[config.mk]
export PLATFORM = sky130hd
export DESIGN_NAME = br_redirect_ctrl
export DESIGN_NICKNAME = d
export VERILOG_FILES = /design/src/rtl/br_redirect_ctrl.sv
export SDC_FILE = /design/constraint.sdc
export NUM_CORES = 1
export LEC_CHECK = 0
export CORE_MARGIN = 3
export CORE_UTILIZATION = 38
export CTS_CLUSTER_SIZE = 16
export DETAILED_ROUTE_END_ITERATION = 8
export PLACE_DENSITY = 0.76
export SYNTH_ARGS = -nofsm -noshare
export SYNTH_HDL_FRONTEND = slang
export SYNTH_SLANG_ARGS = --single-unit
[constraint.sdc]
create_clock -name clk -period 2.4 [get_ports clk]
set_clock_uncertainty 0.15 [all_clocks]
set_input_delay 0.72 -clock clk [delete_from_list [all_inputs] [get_ports clk]]
set_output_delay 0.72 -clock clk [all_outputs]
set_load 0.02 [all_outputs]
[src/rtl/br_redirect_ctrl.sv]
// Taken-branch redirect sequencer: holds a resolved target until the delay slot has reached ID,
// then requests an IF redirect; exception/eret flushes always take precedence.
module br_redirect_ctrl (
  input  logic        clk,
  input  logic        reset,
  input  logic        br_fire,
  input  logic [31:0] br_target,
  input  logic        ds_fetched,
  input  logic        fs_fire,
  input  logic        redir_ready,
  input  logic        flush,
  input  logic [31:0] flush_pc,
  output logic        redir_valid,
  output logic [31:0] redir_pc,
  output logic        fs_hold,
  output logic        busy,
  output logic        illegal_ds,
  output logic [31:0] br_cnt,
  output logic [1:0]  dbg_state
);

  localparam logic [1:0] ST_IDLE    = 2'd0;
  localparam logic [1:0] ST_WAIT_DS = 2'd1;
  localparam logic [1:0] ST_SEND    = 2'd2;

  // Handshake: a redirect transfers on a cycle where redir_valid & redir_ready are both high;
  // redir_valid/redir_pc stay stable while redir_ready is low, and IF drops its
  // in-flight instruction on the transfer cycle.

  logic [1:0]  state_q, state_d;
  logic [31:0] tgt_q, tgt_d;
  logic        ill_q, ill_d;
  logic [31:0] cnt_q, cnt_d;

  logic in_send;
  logic accept;

  assign in_send = (state_q == ST_SEND);
  assign accept  = in_send & redir_ready & ~flush;

  always_comb begin
    state_d = state_q;
    tgt_d   = tgt_q;
    ill_d   = ill_q;
    cnt_d   = cnt_q;
    if (flush) begin
      // A flush discards any pending branch and wins over a branch firing in the same cycle.
      state_d = ST_IDLE;
      ill_d   = 1'b0;
    end else begin
      case (state_q)
        ST_IDLE: begin
          if (br_fire) begin
            tgt_d   = br_target;
            state_d = ds_fetched ? ST_SEND : ST_WAIT_DS;
          end
        end
        ST_WAIT_DS: begin
          if (br_fire) ill_d = 1'b1;
          if (fs_fire) state_d = ST_SEND;
        end
        ST_SEND: begin
          if (br_fire) ill_d = 1'b1;
          if (redir_ready) state_d = ST_IDLE;
        end
        default: state_d = ST_IDLE;
      endcase
      if (accept) cnt_d = cnt_q + 32'd1;
    end
  end

  always_ff @(posedge clk or posedge reset) begin
    if (reset) begin
      state_q <= ST_IDLE;
      tgt_q   <= 32'd0;
      ill_q   <= 1'b0;
      cnt_q   <= 32'd0;
    end else begin
      state_q <= state_d;
      tgt_q   <= tgt_d;
      ill_q   <= ill_d;
      cnt_q   <= cnt_d;
    end
  end

  assign redir_valid = flush | in_send;
  assign redir_pc    = flush ? flush_pc : tgt_q;
  assign fs_hold     = in_send & ~flush;
  assign busy        = (state_q != ST_IDLE);
  assign illegal_ds  = ill_q;
  assign br_cnt      = cnt_q;
  assign dbg_state   = state_q;

endmodule

Word level (Yosys, flattened, before mapping)
Index checks and enable logic that the tools add are counted.

storage, ports and cells
  flip-flop bits (word level) = 67
  output and inout port bits = 70
  word-level logic and storage cells = 34

cells by class
  $add $sub $neg = 1
  eq/ne operators = 5
  mux-type cells = 10
  bitwise gates (word level) = 5
  reductions and logical operators = 9

operators with widths
  cell                   number
  $add 32x1->32 const B  1
  $mux 32                1
  $mux 2                 5
  $ne 3x3->1 const B     3
  $pmux 2 s3             1
  $reduce_and 3->1       2
  $reduce_bool 2->1      3
  $reduce_and 2->1       2
  $and 1x1->1            3
  $mux 1                 3
  $eq 2x1->1 const B     1
  $eq 2x2->1 const B     1
  $logic_not 2->1        1
  $reduce_or 2->1        1
  $not 1->1              1
  $or 1x1->1             1

Depth between registers and ports, before layout
Gate-level depths: netlist (run 1).

  depth in word-level cells = 4
  gate-level depth with buffers = 8
  mapped depth without buffers = 7

Least setup slack after synthesis (run 1)
Ideal clock, no wire load.

  kind = input port to output port
  start = input flush
  end = output redir_pc[10]
  arrival = 1610 ps
  slack = -80 ps
  cell stages on the path = 3
  path buffers = 2
  cell sequence = buf_6 clkbuf_1 mux2_2

on the way
  longest elaborated chain between the ends = 1

ends and longest elaborated chain
  element          line  RTL
  start, declared  11    input logic flush,
  $mux 32          87    assign redir_pc = flush ? flush_pc : tgt_q;
  end, declared    14    output logic [31:0] redir_pc,

Every way passes these cells.

Worst setup path after layout (run 1)
  start = input flush_pc[26]
  end = output redir_pc[26]

on the way
  longest elaborated chain between the ends = 1

ends and longest elaborated chain
  element          line  RTL
  start, declared  12    input logic [31:0] flush_pc,
  $mux 32          87

Every way passes these cells.

==> results.yml, run 1 <==
placed_design:
  dpl-instance-area_sq_mm: 0.00486
  dp_slack_ns: -0.437
  io_buffers: 140
  gp_congestion: 0.787
  dpl.hpwl_um: 6180
clocking:
  cts-root-buf: "clkbuf_8"
  worstSkewPairLatency_ns: 0.33
  cts_num_sinks: 67
  cts_htree_levels: 3
  post_cts_buffers: 0
  clk_pin_slew_ns: 0.07
  clock_path_buffers: 2
  cts_made_buffers: 9
  holdBufCountCts: 0
  cts_tree: "yes"
timing:
  hold_violations: 0
  drv_slew: 0
  slew_headroom_pct: 64.5
  fin_crit_ns: 2.42
  post-route-period-util_pct: 101
  setup_ws_ns: -0.0218
  final-setup-viol-count: 4
  tightest_slew_ns: 0.533
  hold_slack_ns: 0.345
  rsz0062_at_grt: "true"
  clock.fmax_ghz: 0.413
drt:
  vias: 2582
  first_iter_violations: 49
  dr_wl_met2_um: 4410
  top_layer: "met4"
  ant_nets: 0
  avgViaCountPerCell: 4.97
  drc_errors: 0
  first_pass_iters: 4
  met3_length_um: 845
  wl_met1_um: 3650
  drt_wl_total_um: 9040
  wl_per_cell_um: 17.4
layout:
  fin_util_pct: 65.8
  drive_gt1_share_pct: 34.1
  fin_area_sq_mm: 0.00524
  fin_nets: 488
  area_growth_pct: 62.6
  diodes: 0
power:
  p_switching_mw: 1.20
  power_frac_comb_pct: 36.4
  p_leak_nw: 2.38
  ir_worst_vdd_mv: 0.466
  intPower_mw: 2.74
  power_frac_seq_pct: 39.7
  netSwitchingFraction_pct: 30.5
  p_per_area_mw_per_mm2: 752
  total_power_mw: 3.94
  p_clk_share_pct: 23.8
outcome:
  violations: "setup timing"
  status: "finished with violations"
floorplanning:
  die_h_um: 98.1
  dieArea_sq_mm: 0.00963
  io_pins: 141
  num_rows: 32
  initial_utilization_pct: 40.5
  core_area_sq_mm: 0.00797
  die_w_um: 98.1
flow_run:
  cap_violations: 0
yosys:
  synthFlopType: "dfrtp_1"
  synth_area_leaders: "dfrtp_1, mux2_2, xnor2_1"
  synth_seq_cells: 67
  synth_cells: 252
  syn_nets: 327
  syn_area_sq_mm: 0.00322
  syn_avg_cell_area_sq_um: 12.8
  synth_commonest_cells: "dfrtp_1, mux2_2, xnor2_1"
  async_reset_ff_share_pct: 100
  yosysTopAreaCell: "dfrtp_1"
  seq_area_frac_synth_pct: 52.0
  synthDistinctLibCells: 34
  synth_most_common_cell: "dfrtp_1"
  ys_warn_count: 0
  synth_edf_count: 0
  synth_top_cell_area_share_pct: 52.0
global_routing:
  grt_pass1_vias: 2788
  grt_pass1_wl_um: 14000
  grt_max_degree: 68
  grt_overflow: 0
  grt_usage_pct: 18.3
  antenna_found_initial: 0
setup_path:
  critPathMaxFanout: 1
  cp.required_ns: 1.53
  cp.arrival_ns: 1.55
  crit_path_start_kind: "primary input"
  cp-end-kind: "primary output"
  crit_type: "primary input to primary output"
min_path:
  hp-class: "flop to flop"
[path summary, 6_finish.rpt]
kind	from	endpoint	slack, ns	cells after the start
worst max register to register	dbg_state[0]$_DFFE_PP0P_	br_cnt[31]$_DFFE_PP0P_	0.36	9
worst max-delay path	flush_pc[26]	redir_pc[26]	-0.02	3
worst min-delay path	br_cnt[28]$_DFFE_PP0P_	br_cnt[28]$_DFFE_PP0P_	0.34	1
worst min register to register	br_cnt[28]$_DFFE_PP0P_	br_cnt[28]$_DFFE_PP0P_	0.34	1
min in group asynchronous	reset	br_cnt[21]$_DFFE_PP0P_	0.68	3
max in group asynchronous	reset	br_cnt[4]$_DFFE_PP0P_	1.14	3
[registers in the layout, summed over array words and instances (netlist names)]
name        flops
dbg_state       2
br_cnt         32
tgt_q          32
illegal_ds      1
[kinds of logic after synthesis]
logic type / Yosys count / share of synthesized area, %
adders and majority gates: 4 / 1.55
muxes: 66 / 23.0
DFF: 67 / 52.0
xor gates and xnor gates: 31 / 8.42
AOI/OAI and AO/OA: 4 / 0.854
and+or+nand+nor: 61 / 11.6
buffers and inverters: 19 / 2.60
[routing by layer]
metal | GRT usage, % | vias to the layer above
li1 | - | 1206
met1 | 21.8 | 1265
met2 | 30.5 | 98
met3 | 7.14 | 13
met4 | 6.07 | 0
met5 | 0 | -
[what timing repair did]
| item | in CTS | in global routing |
|---|---|---|
| setup endpoints to repair | 35 | 26 |
| resized for setup | 185 | 42 |
| endpoints found under the hold margin | 0 | 0 |
| cloned | 3 | 1 |
[through the flow]
| step | setup TNS [ns] | std cells |
|---|---|---|
| after global placement | -15.39 | 500 |
| after CTS | -0.0294 | 518 |
| after floorplan | -1.84 | 252 |
| after detailed placement | -15.92 | 500 |
| final | -0.0281 | 519 |
| after global routing | -0.274 | 519 |
[final cells by class]
class                   count  area, sq um
fillers                   633         2730
repair buffers            159         1680
flip-flops and latches     67         1680
multi-input cells         166         1520
clock buffers              13          159
well taps                 102          128
inverters                  10         41.3
clock inverters             2         35.0
[power groups by stage]
stage | Sequential [mW] | Clock [mW] | Combinational (mW)
after global routing | 1.60 | 1.01 | 1.52
after detailed placement | 1.57 | 0 | 1.35
final | 1.57 | 0.940 | 1.44
after CTS | 1.56 | 0.963 | 1.34
after floorplan | 1.55 | 0 | 0.724
after global placement | 1.57 | 0 | 1.33
[worst max-delay path, cell delays in order]
cell and delay (ns):
clkdlybuf4s50_1 0.41, mux2_2 0.29, buf_6 0.13
[layout by cell type, fill, tap and decap left out, types with 6 or more instances in the layout]
cell              n
buf_6            29
inv_1             8
nor2_1           10
xnor2_1          23
dlymetal6s2s_1    8
xor2_1            8
clkbuf_8         11
mux2_4           15
dfrtp_1          67
buf_4            12
nand3_1          14
nand4_1           9
nand2_1           8
mux2_2           49
buf_2             6
clkdlybuf4s50_1  92
No activity file was read; power rests on OpenSTA's default activity.
==> run 2, diff against run 1 <==
--- a/config.mk
+++ b/config.mk
@@ -9,6 +9,7 @@
 export CORE_UTILIZATION = 38
 export CTS_CLUSTER_SIZE = 16
 export DETAILED_ROUTE_END_ITERATION = 8
+export GPL_TIMING_DRIVEN = 0
 export PLACE_DENSITY = 0.76
 export SYNTH_ARGS = -nofsm -noshare
 export SYNTH_HDL_FRONTEND = slang
==> results.yml, run 2 (same netlist as run 1, synthesis figures left out) <==
min_path:
  min_to: "br_cnt[31]$_DFFE_PP0P_"
  hold_depth: 1
  hp-class: "flop to flop"
  hold_start: "br_cnt[31]$_DFFE_PP0P_"
floorplanning:
  dieArea_sq_mm: 0.00963
  die_h_um: 98.1
  die_w_um: 98.1
  io_pins: 141
  initial_utilization_pct: 40.5
  core_area_sq_mm: 0.00797
  num_rows: 32
setup_path:
  rr_endpoint: "tgt_q[31]$_DFFE_PP0P_"
  critPathMaxStageDelay_ns: 0.31
  rrSetupSlack_ns: 0.25
  crit_top_cell: "buf_8"
  r2r_cells: 7
  cp_top_family: "buffers and inverters"
  cp.arrival_ns: 1.57
  critPathMaxFanout: 6
  crit_path_start_kind: "primary input"
  crit_type: "primary input to primary output"
  critical_path_depth: 5
  crit_chain: "buf_8 > buf_8 > clkbuf_16 > mux2_4 > buf_6"
  cp.required_ns: 1.53
  cp_num_buf_inv: 4
  cp-end-kind: "primary output"
  r2r_start: "dbg_state[0]$_DFFE_PP0P_"
  critPathSlowestCell: "mux2_4"
placed_design:
  dpl-instance-area_sq_mm: 0.00478
  dp_slack_ns: -1.40
  dpl.hpwl_um: 6630
  io_buffers: 140
  gp_congestion: 0.779
drt:
  drt_wl_total_um: 9100
  avgViaCountPerCell: 4.96
  first_pass_iters: 4
  vias: 2581
  first_iter_violations: 22
  drc_errors: 0
  ant_nets: 0
  wl_per_cell_um: 17.5
layout:
  fin_nets: 489
  fin_area_sq_mm: 0.00531
  area_growth_pct: 64.7
  fin_util_pct: 66.6
  drive_gt1_share_pct: 34.2
  layout_common_cells: "clkdlybuf4s50_1, dfrtp_1, mux2_2, buf_6, mux2_4"
  final_common_cell: "clkdlybuf4s50_1"
  diodes: 0
power:
  power_frac_seq_pct: 40.6
  total_power_mw: 3.86
  netSwitchingFraction_pct: 31.0
  p_switching_mw: 1.19
  p_per_area_mw_per_mm2: 727
  p_leak_nw: 2.42
  ir_worst_vdd_mv: 0.430
  power_frac_comb_pct: 39.1
  p_clk_share_pct: 20.3
  intPower_mw: 2.66
clocking:
  clock_path_buffers: 2
  cts_tree: "yes"
  cts_num_sinks: 67
  cts-root-buf: "clkbuf_8"
  cts_made_buffers: 9
  holdBufCountCts: 0
  worstSkewPairLatency_ns: 0.33
  clk_pin_slew_ns: 0.07
  cts_htree_levels: 3
timing:
  hold_slack_ns: 0.330
  post-route-period-util_pct: 102
  hold_violations: 0
  tightest_slew_ns: 0.737
  clock.fmax_ghz: 0.409
  rsz0062_at_grt: "true"
  setup_ws_ns: -0.0434
  final-setup-viol-count: 26
  fin_crit_ns: 2.44
  slew_headroom_pct: 50.8
  drv_slew: 0
global_routing:
  grt_overflow: 0
  grtUsageMet1_pct: 22.4
  grt_max_degree: 35
  antenna_found_initial: 0
  grt_usage_pct: 19.1
  grt_use_met3_pct: 8.43
  grt_pass1_vias: 2906
  grt_pass1_wl_um: 14600
  top_usage_layer: "met2"
  use_met2_pct: 32.1
outcome:
  violations: "setup timing"
  status: "finished with violations"
flow_run:
  cap_violations: 0
run 2: routing by layer:
| metal | vias up | part of all wire, % |
|---|---|---|
| li1 | 1200 | - |
| met4 | 0 | 0.59 |
| met5 | - | 0 |
| met2 | 100 | 51 |
| met3 | 5 | 9.1 |
| met1 | 1276 | 40 |
run 2: power groups by stage:
| stage | registers (mW) | clock network (mW) | logic [mW] |
|---|---|---|---|
| floorplan | 1.55 | 0 | 0.724 |
| global placement | 1.56 | 0 | 1.31 |
| detailed placement | 1.57 | 0 | 1.34 |
| CTS | 1.56 | 0.814 | 1.49 |
| global route | 1.59 | 0.852 | 1.61 |
| finish | 1.57 | 0.784 | 1.51 |
run 2: worst max-delay path by stage:
stage / to / slack [ns] / from
global placement: redir_pc[9] / -1.39 / flush
global route: redir_pc[9] / -0.06 / flush
detailed placement: redir_pc[9] / -1.40 / flush
floorplan: redir_pc[10] / -0.08 / flush
CTS: redir_pc[9] / -0.05 / flush
finish: redir_pc[9] / -0.04 / flush
run 2: final cells by class:
| type | instances | area [sq um] |
|---|---|---|
| flip-flops and latches | 67 | 1680 |
| inverters | 10 | 41.3 |
| fillers | 604 | 2660 |
| clock inverters | 3 | 15.0 |
| plain buffers | 9 | 114 |
| multi-input cells | 166 | 1600 |
| clock buffers | 12 | 145 |
| repair buffers | 151 | 1600 |
| well taps | 102 | 128 |
run 2: repair_timing:
action                                  CTS  global route
gates cloned                              4             0
resized for setup                       253            17
pin swaps                                 1             1
endpoints found under the setup margin   42            41
setup buffers                             3             3
run 2: metrics by stage:
step	setup TNS [ns]	std cells
2_1_floorplan	-1.84	252
3_3_place_gp	-53.92	494
3_5_place_dp	-51.58	495
4_1_cts	-0.875	517
5_1_grt	-1.25	520
6_report	-0.843	520
